$ cat src/rtl/fir_mac.sv
// ============================================================================
//  Module      : fir_mac
//  Description : 8-tap FIR multiply-accumulate engine for one audio stream.
//                Walks an external registered coefficient store (get_tap,
//                1-cycle read latency) through tapnum, keeps the sample delay
//                line, and emits one saturated Q1.15 result per accepted
//                sample, 10 clocks after the accept edge.
//  Config      : FIR_ROUND_EN - when defined, round half up (+0.5 LSB)
//                before the final >>>15; otherwise truncate toward -inf.
//  Revision    : 1.0 - initial release
// ============================================================================
`default_nettype none

module fir_mac #(
  parameter int NTAPS = 8,
  parameter int DW    = 16,
  parameter int ACCW  = 35
) (
  input  logic                 clk,
  input  logic                 reset,
  input  logic signed [DW-1:0] sample_in,
  input  logic                 sample_valid,
  output logic                 ready,
  input  logic [3:0]           filter_sel,
  output logic [3:0]           filterNum,
  output logic [2:0]           tapnum,
  input  logic signed [DW-1:0] tapcoeff,
  output logic signed [DW-1:0] sample_out,
  output logic                 out_valid,
  output logic                 overrun
);

  // --------------------------------------------------------------------------
  // Constants
  // --------------------------------------------------------------------------
  localparam logic [1:0] S_IDLE = 2'd0;
  localparam logic [1:0] S_RUN  = 2'd1;
  localparam logic [1:0] S_DONE = 2'd2;

  // Sequencer count at which the last product has been accumulated
  localparam logic [3:0] C_CNT_LAST = 4'd9;
  // First and last counts that carry a valid coefficient/sample pair
  localparam logic [3:0] C_CNT_MAC_FIRST = 4'd1;
  localparam logic [3:0] C_CNT_MAC_LAST  = 4'd8;
  localparam logic [2:0] C_TAP_LAST      = 3'(NTAPS - 1);

  // Output clamp limits expressed at accumulator width
  localparam logic signed [ACCW-1:0] C_YMAX = ACCW'((64'sd1 <<< (DW - 1)) - 64'sd1);
  localparam logic signed [ACCW-1:0] C_YMIN = ~C_YMAX;
`ifdef FIR_ROUND_EN
  // Half an output LSB in accumulator units
  localparam logic signed [ACCW-1:0] C_HALF = ACCW'(64'sd1 <<< (DW - 2));
`endif

  // --------------------------------------------------------------------------
  // State
  // --------------------------------------------------------------------------
  logic [1:0]             state_q, state_d;
  logic [3:0]             cnt_q,   cnt_d;
  logic [2:0]             tap_q,   tap_d;
  logic [3:0]             filt_q,  filt_d;
  logic signed [ACCW-1:0] acc_q,   acc_d;
  logic signed [DW-1:0]   sout_q,  sout_d;
  logic                   ovalid_q, ovalid_d;
  logic                   ovr_q,   ovr_d;
  logic signed [DW-1:0]   x_q [NTAPS];

  // --------------------------------------------------------------------------
  // Datapath wires
  // --------------------------------------------------------------------------
  logic                   w_ready;
  logic                   w_shift_en;
  logic                   w_mac_en;
  logic [2:0]             w_midx;
  logic signed [2*DW-1:0] w_prod;
  logic signed [ACCW-1:0] w_prod_ext;
  logic signed [ACCW-1:0] w_acc_adj;
  logic signed [ACCW-1:0] w_y;
  logic signed [DW-1:0]   w_sat;

  assign w_ready = (state_q == S_IDLE) || (state_q == S_DONE);

  // The coefficient on tapcoeff belongs to the tap requested one cycle ago,
  // so the matching sample is x[cnt-1].
  assign w_mac_en   = (state_q == S_RUN) &&
                      (cnt_q >= C_CNT_MAC_FIRST) && (cnt_q <= C_CNT_MAC_LAST);
  assign w_midx     = 3'(cnt_q - 4'd1);
  assign w_prod     = tapcoeff * x_q[w_midx];
  assign w_prod_ext = {{(ACCW - 2*DW){w_prod[2*DW-1]}}, w_prod};

`ifdef FIR_ROUND_EN
  assign w_acc_adj = acc_q + C_HALF;
`else
  assign w_acc_adj = acc_q;
`endif

  assign w_y = w_acc_adj >>> (DW - 1);

  // Clamp the rescaled sum into the Q1.15 output range
  always_comb begin
    w_sat = w_y[DW-1:0];
    if (w_y > C_YMAX) begin
      w_sat = C_YMAX[DW-1:0];
    end else if (w_y < C_YMIN) begin
      w_sat = C_YMIN[DW-1:0];
    end
  end

  // Next-state logic for the sequencer, accumulator and output stage
  always_comb begin
    state_d    = state_q;
    cnt_d      = cnt_q;
    tap_d      = tap_q;
    filt_d     = filt_q;
    acc_d      = acc_q;
    sout_d     = sout_q;
    ovalid_d   = 1'b0;
    w_shift_en = 1'b0;
    ovr_d      = sample_valid & ~w_ready;

    case (state_q)
      S_IDLE, S_DONE: begin
        if (sample_valid) begin
          // Accept: restart the walk over the taps with the new filter
          state_d    = S_RUN;
          cnt_d      = 4'd0;
          tap_d      = 3'd0;
          filt_d     = filter_sel;
          acc_d      = '0;
          w_shift_en = 1'b1;
        end else begin
          state_d = S_IDLE;
        end
      end

      S_RUN: begin
        if (w_mac_en) begin
          acc_d = acc_q + w_prod_ext;
        end
        if (cnt_q == C_CNT_LAST) begin
          state_d  = S_DONE;
          sout_d   = w_sat;
          ovalid_d = 1'b1;
        end else begin
          cnt_d = cnt_q + 4'd1;
          if (tap_q != C_TAP_LAST) begin
            tap_d = tap_q + 3'd1;
          end
        end
      end

      default: begin
        state_d = S_IDLE;
      end
    endcase
  end

  // Control, accumulator and output registers
  always_ff @(posedge clk or negedge reset) begin
    if (!reset) begin
      state_q  <= S_IDLE;
      cnt_q    <= '0;
      tap_q    <= '0;
      filt_q   <= '0;
      acc_q    <= '0;
      sout_q   <= '0;
      ovalid_q <= 1'b0;
      ovr_q    <= 1'b0;
    end else begin
      state_q  <= state_d;
      cnt_q    <= cnt_d;
      tap_q    <= tap_d;
      filt_q   <= filt_d;
      acc_q    <= acc_d;
      sout_q   <= sout_d;
      ovalid_q <= ovalid_d;
      ovr_q    <= ovr_d;
    end
  end

  // Sample delay line; shifts only on an accepted sample
  always_ff @(posedge clk or negedge reset) begin
    if (!reset) begin
      for (int i = 0; i < NTAPS; i++) begin
        x_q[i] <= '0;
      end
    end else if (w_shift_en) begin
      for (int i = NTAPS - 1; i > 0; i--) begin
        x_q[i] <= x_q[i-1];
      end
      x_q[0] <= sample_in;
    end
  end

  assign ready      = w_ready;
  assign filterNum  = filt_q;
  assign tapnum     = tap_q;
  assign sample_out = sout_q;
  assign out_valid  = ovalid_q;
  assign overrun    = ovr_q;

endmodule

`default_nettype wire
$ cat config.mk
export PLATFORM = sky130hd
export DESIGN_NAME = fir_mac
export DESIGN_NICKNAME = d
export VERILOG_FILES = /design/src/rtl/fir_mac.sv
export SDC_FILE = /design/constraint.sdc
export NUM_CORES = 1
export LEC_CHECK = 0
export ABC_AREA = 0
export CORE_ASPECT_RATIO = 1.25
export CORE_MARGIN = 2
export CORE_UTILIZATION = 45
export DETAILED_ROUTE_END_ITERATION = 8
export PLACE_DENSITY = 0.69
export SYNTH_ARGS = -nofsm -noshare
export SYNTH_HDL_FRONTEND = slang
export SYNTH_SLANG_ARGS = --single-unit
export TNS_END_PERCENT = 30
$ cat constraint.sdc
create_clock -name clk -period 15.76 [get_ports clk]
set_input_delay 2.364 -clock clk [delete_from_list [all_inputs] [get_ports clk]]
set_output_delay 2.364 -clock clk [all_outputs]
set_load 0.02 [all_outputs]
==> results.cfg, run 1 <==
[floorplan]
io_pins = 65
die_h_microns = 238
die_x_microns = 191
core_area_sq_mm = 0.0432
dieArea_sq_mm = 0.0456
rows = 85
initial_utilization_pct = 45.7

[place]
place_ws_ns = 6.64
gp_congestion = 0.881
hpwlAfterDp_microns = 33300
numPortBuffers = 64

[global_routing]
grt_pass1_vias = 14792
grt-ovfl-total = 0
grt_max_degree = 119
grt_pass1_wl_microns = 75000
antenna_found_initial = 0
grt_use_total_pct = 20.6

[logic_synthesis]
yosysSeqAreaShare_pct = 24.6
yosys.area.top_type = fa_1
synth_top_flop_cell = dfrtp_1
synth_seq_cells = 194
syn_nets = 2553
synth_top_family_by_area = adder cells
muxShareOfSynthArea_pct = 4.62
ys_top_cells_by_area = fa_1 31%, dfrtp_1 25%, nand2_1 11%
yosys.area_share.xor_xnor_pct = 1.72
synth_compound_area_share_pct = 4.52
yosysMostFrequentCell = nand2_1
synthAdderAreaFrac_pct = 38.3
synthTopCellsByCount = 579 x nand2_1, 364 x inv_1, 310 x fa_1
yosysWarnings = 0
netlist_area_sq_mm = 0.0198
synth_edf_count = 0
synth_cells = 2095
synth-async-reset-ratio_pct = 100
avgSynthCellArea_sq_um = 9.43
synth_top_area_share_pct = 31.4
synthSimpleGateAreaFrac_pct = 17.6
synth_cell_types = 55

[critical_path]
worstSetupStartpointType = flop
endpoint_kind = flop
critPathRequiredTime_ns = 16.12
cp.arrival_ns = 9.24
crit_top_cell = fa_1
cp_num_buf_inv = 6
max_stage_delay_ns = 0.91
cpMaxStageDelayCell = fa_1
crit_family = adder cells
crit_fanout = 38
crit_type = flop to flop

[clock_tree]
worstSkewPairLatency_ns = 0.45
clockRootBuffer = clkbuf_16
cts_tree = done
postCtsResizedCells = 0
cts_hold_buf = 0
cts_setup_buffers = 0
cts_sinks = 194
clk_path_buf_depth = 2
cts_made_buffers = 17
clk_pin_slew_ns = 0.07
htreeDepth = 4

[detailed_routing]
vias = 13758
drt_iter0_drc = 894
antenna_left = 0
first_pass_iters = 9
wl_per_cell_microns = 16.1
wirelength_microns = 43200
routed_via_density = 5.12
drc = 0

[sta]
post-route-min-period_ns = 8.88
period_share_pct = 56.4
fin_ws_ns = 6.88
final.setup.tns_ns = 0
hold_viol = 0
worst_pin_slew_ns = 1.14
max_freq_mhz = 113
finClkSkew_ns = 0.0144
maxSlewViolCount = 0
max_slew_margin_pct = 23.9
rsz0062_at_grt = false
setup_viol = 0

[final_layout]
diodes = 0
nFillCells = 3993
area_delta_synth_final_pct = 8.98
ff_latch_area_sq_mm = 0.00486
final_nets = 2566
multi_input_area_sq_mm = 0.0132
drive_above_1_share_pct = 4.81

[job]
drv_cap = 0

[hold_path]
hold_path.class = flop to flop

[status]
outcome = finished clean
==> sequential cells by signal, indices dropped and copies added (netlist names) <==
name and cells:
cnt_q 4, filterNum 4, state_q 2, x_q 128
acc_q 35, sample_out 16, overrun 1, out_valid 1
tapnum 3
==> worst paths after layout <==
check,from,endpoint,slack (ns),cells past startpoint
worst max-delay path,cnt_q[0],acc_q[33],6.88,26
worst min-delay path,sample_out[7],sample_out[7],0.47,2
worst max register to register,cnt_q[0],acc_q[33],6.88,26
worst min register to register,sample_out[7],sample_out[7],0.47,2
max in group asynchronous,reset,cnt_q[0],12.11,2
min in group asynchronous,reset,x_q[111],2.06,1
==> tightest hold or removal path, stage by stage (launching register included) <==
cell and delay [ns]:
dfrtp_1 0.34, nand2_1 0.05, nand2_1 0.05
==> final cells by class <==
| type | instances | share of cell area [%] |
|---|---|---|
| Sequential cell | 194 | 22.6 |
| Multi-Input combinational cell | 1451 | 61.4 |
| Clock inverter | 13 | 0.796 |
| Clock buffer | 19 | 2.06 |
| Timing Repair Buffer | 80 | 3.55 |
| Tap cell | 565 | 3.28 |
| Inverter | 364 | 6.35 |
==> through the flow <==
| stage | utilization, % | instances | hold WS, ns | cell area [sq um] |
|---|---|---|---|---|
| after floorplan | - | 2095 | 0.441 | 19800 |
| after global placement | 48.4 | 2654 | 0.453 | 20900 |
| after detailed placement | 48.4 | 2654 | 0.455 | 20900 |
| after CTS | 49.8 | 2686 | 0.476 | 21500 |
| after global routing | 49.8 | 2686 | 0.491 | 21500 |
| final | 49.8 | 2686 | 0.470 | 21500 |
==> placed cells by master, fill, tap and decap left out, types with 4 or more instances in the layout <==
| cell type | synthesis | routed |
|---|---|---|
| o21ai_0 | 58 | 58 |
| xor2_1 | 14 | 14 |
| clkdlybuf4s50_1 | 0 | 63 |
| a211oi_1 | 5 | 5 |
| xnor2_1 | 23 | 23 |
| mux2_2 | 9 | 9 |
| fa_1 | 310 | 310 |
| a21oi_1 | 22 | 22 |
| nor2_1 | 27 | 27 |
| nand2b_1 | 14 | 14 |
| inv_6 | 0 | 4 |
| clkbuf_16 | 0 | 17 |
| mux2i_1 | 9 | 9 |
| o211ai_1 | 5 | 5 |
| a31oi_1 | 7 | 7 |
| a21o_1 | 9 | 9 |
| nand2_1 | 579 | 578 |
| o21a_1 | 4 | 4 |
| o21bai_1 | 6 | 6 |
| buf_4 | 0 | 16 |
| nor3_1 | 9 | 9 |
| o31ai_1 | 4 | 4 |
| nand3_1 | 35 | 35 |
| inv_1 | 364 | 364 |
| mux4_2 | 32 | 32 |
| ha_1 | 109 | 109 |
| dfrtp_1 | 194 | 193 |
| nor2b_1 | 89 | 88 |
| and2_1 | 37 | 37 |
==> cell families (layout without fill, tap and decap cells) <==
kind of cell,count (synthesis),count (layout)
AO/OA/AOI/OAI,138,138
XOR/XNOR,38,38
adder cells (fa/ha/maj),419,419
buffers and inverters,450,476
flip-flops,194,194
multiplexers,50,50
AND/OR/NAND/NOR,806,806
==> per-layer routing <==
layer,global-route usage [%],wire length (microns),vias to the layer above
met5,0,0,-
met1,28.6,19300,6936
met2,34.1,20900,378
li1,-,-,6379
met3,2.97,2180,65
met4,5.27,820,0
Power of run 1 is left out: the tool's default activity adds up to more than one toggle a clock period on the data nets, which glitch-free logic cannot reach.
==> run 2, diff against run 1 <==
Settings changed: PLACE_DENSITY 0.69 to 0.71.
Clock period 15.76 ns to 7.8 ns, I/O delays scaled along.
==> run 2 against run 1 <==
Global-route usage up 0.064 points. Largest cell class unchanged. Routed wire length rose by 0.31%. Critical endpoint is now acc_q[27]. Via count grew 0.54%.
==> results.cfg, run 2 (synthesized netlist as in run 1, its figures left out) <==
[final_layout]
ff_latch_area_sq_mm = 0.00486
most-common-layout-cells = 578 x nand2_1, 364 x inv_1, 309 x fa_1, 193 x dfrtp_1, 108 x ha_1
layout_commonest_cell = nand2_1
area_delta_synth_final_pct = 10.8
nFillCells = 3973
largest_reg_flops = 128
drive_above_1_share_pct = 6.71
multi_input_area_sq_mm = 0.0132
final_area_sq_mm = 0.0219
final_nets = 2605
diodes = 0
regMostFlops = x_q

[job]
drv_cap = 0

[floorplan]
initial_utilization_pct = 45.7
die_x_microns = 191
core_area_sq_mm = 0.0432
die_h_microns = 238
rows = 85
dieArea_sq_mm = 0.0456
io_pins = 65

[place]
gp_congestion = 0.887
dpl-instance-area_sq_mm = 0.0212
hpwlAfterDp_microns = 34100
numPortBuffers = 64

[status]
outcome = finished clean

[critical_path]
cp.arrival_ns = 7.78
reg2reg_slack_ns = 0.34
crit_family = adder cells
endpoint_kind = flop
max_stage_delay_ns = 0.52
cp_num_buf_inv = 8
critPathRequiredTime_ns = 8.12
crit_fanout = 14
crit_type = flop to flop
worstSetupStartpointType = flop
cpMaxStageDelayCell = fa_1

[clock_tree]
htreeDepth = 4
clockRootBuffer = clkbuf_16
clk_path_buf_depth = 2
worstSkewPairLatency_ns = 0.45
cts_tree = done
cts_sinks = 194
clk_pin_slew_ns = 0.08
cts_hold_buf = 0
cts_made_buffers = 17

[sta]
worst_pin_slew_ns = 1.12
period_share_pct = 95.6
setup_viol = 0
rsz0062_at_grt = false
post-route-min-period_ns = 7.46
hold_viol = 0
max_slew_margin_pct = 25.3
finClkSkew_ns = 0.0129
max_freq_mhz = 134
maxSlewViolCount = 0
final.setup.tns_ns = 0

[detailed_routing]
vias = 13832
antenna_left = 0
routed_via_density = 5.08
drc = 0
wl_per_cell_microns = 15.9
wirelength_microns = 43300
drt_iter0_drc = 823
first_pass_iters = 5

[global_routing]
grt_use_total_pct = 20.7
grt-ovfl-total = 0
grt_pass1_vias = 15044
grt_pass1_wl_microns = 75800
grt_max_degree = 112
antenna_found_initial = 0

[hold_path]
hold_path.class = flop to flop
run 2: repair_timing:
item | CTS | global route
setup buffers | 0 | 4
endpoints found under the setup margin | 0 | 10
gates resized for setup | 0 | 8
run 2: cell type report:
cell class                      count  area share, %
Sequential cell                   194           22.2
Clock buffer                       17           1.94
Multi-Input combinational cell   1451           60.5
Timing Repair Buffer              119           5.06
Tap cell                          565           3.23
Inverter                          364           6.24
Clock inverter                     15          0.841
run 2: stage by stage:
| stage | setup WS (ns) | instances | hold slack [ns] | utilization [%] |
|---|---|---|---|---|
| 5_1_grt | 0.00261 | 2725 | 0.495 | 50.7 |
| 3_5_place_dp | 0.139 | 2688 | 0.456 | 49.0 |
| 4_1_cts | 0.122 | 2720 | 0.471 | 50.5 |
| 3_3_place_gp | 0.290 | 2688 | 0.453 | 49.0 |
| 6_report | 0.340 | 2725 | 0.466 | 50.7 |
| 2_1_floorplan | 0.0458 | 2095 | 0.441 | - |
run 2: worst min-delay path, stage by stage (launching register included):
cell and delay, ns:
dfrtp_1 0.34, nand2_1 0.05, nand2_1 0.04
run 2: worst paths after layout:
path	startpoint	to	cells after the start
min in group asynchronous	reset	filterNum[3]	1
worst max register to register	cnt_q[0]	acc_q[27]	28
worst min-delay path	sample_out[8]	sample_out[8]	2
worst max-delay path	cnt_q[0]	acc_q[27]	28
worst min register to register	sample_out[8]	sample_out[8]	2
max in group asynchronous	reset	cnt_q[0]	3
run 2: routing by layer:
metal / share of wire, % / vias up / wire (microns) / track usage, %
li1: - / 6446 / - / -
met1: 44 / 7001 / 19100 / 28.5
met2: 49 / 308 / 21400 / 34.4
met3: 3.5 / 77 / 1530 / 2.04
met4: 2.8 / 0 / 1230 / 6.88
met5: 0 / - / 0 / 0
Power of run 2 is left out for the same reason.
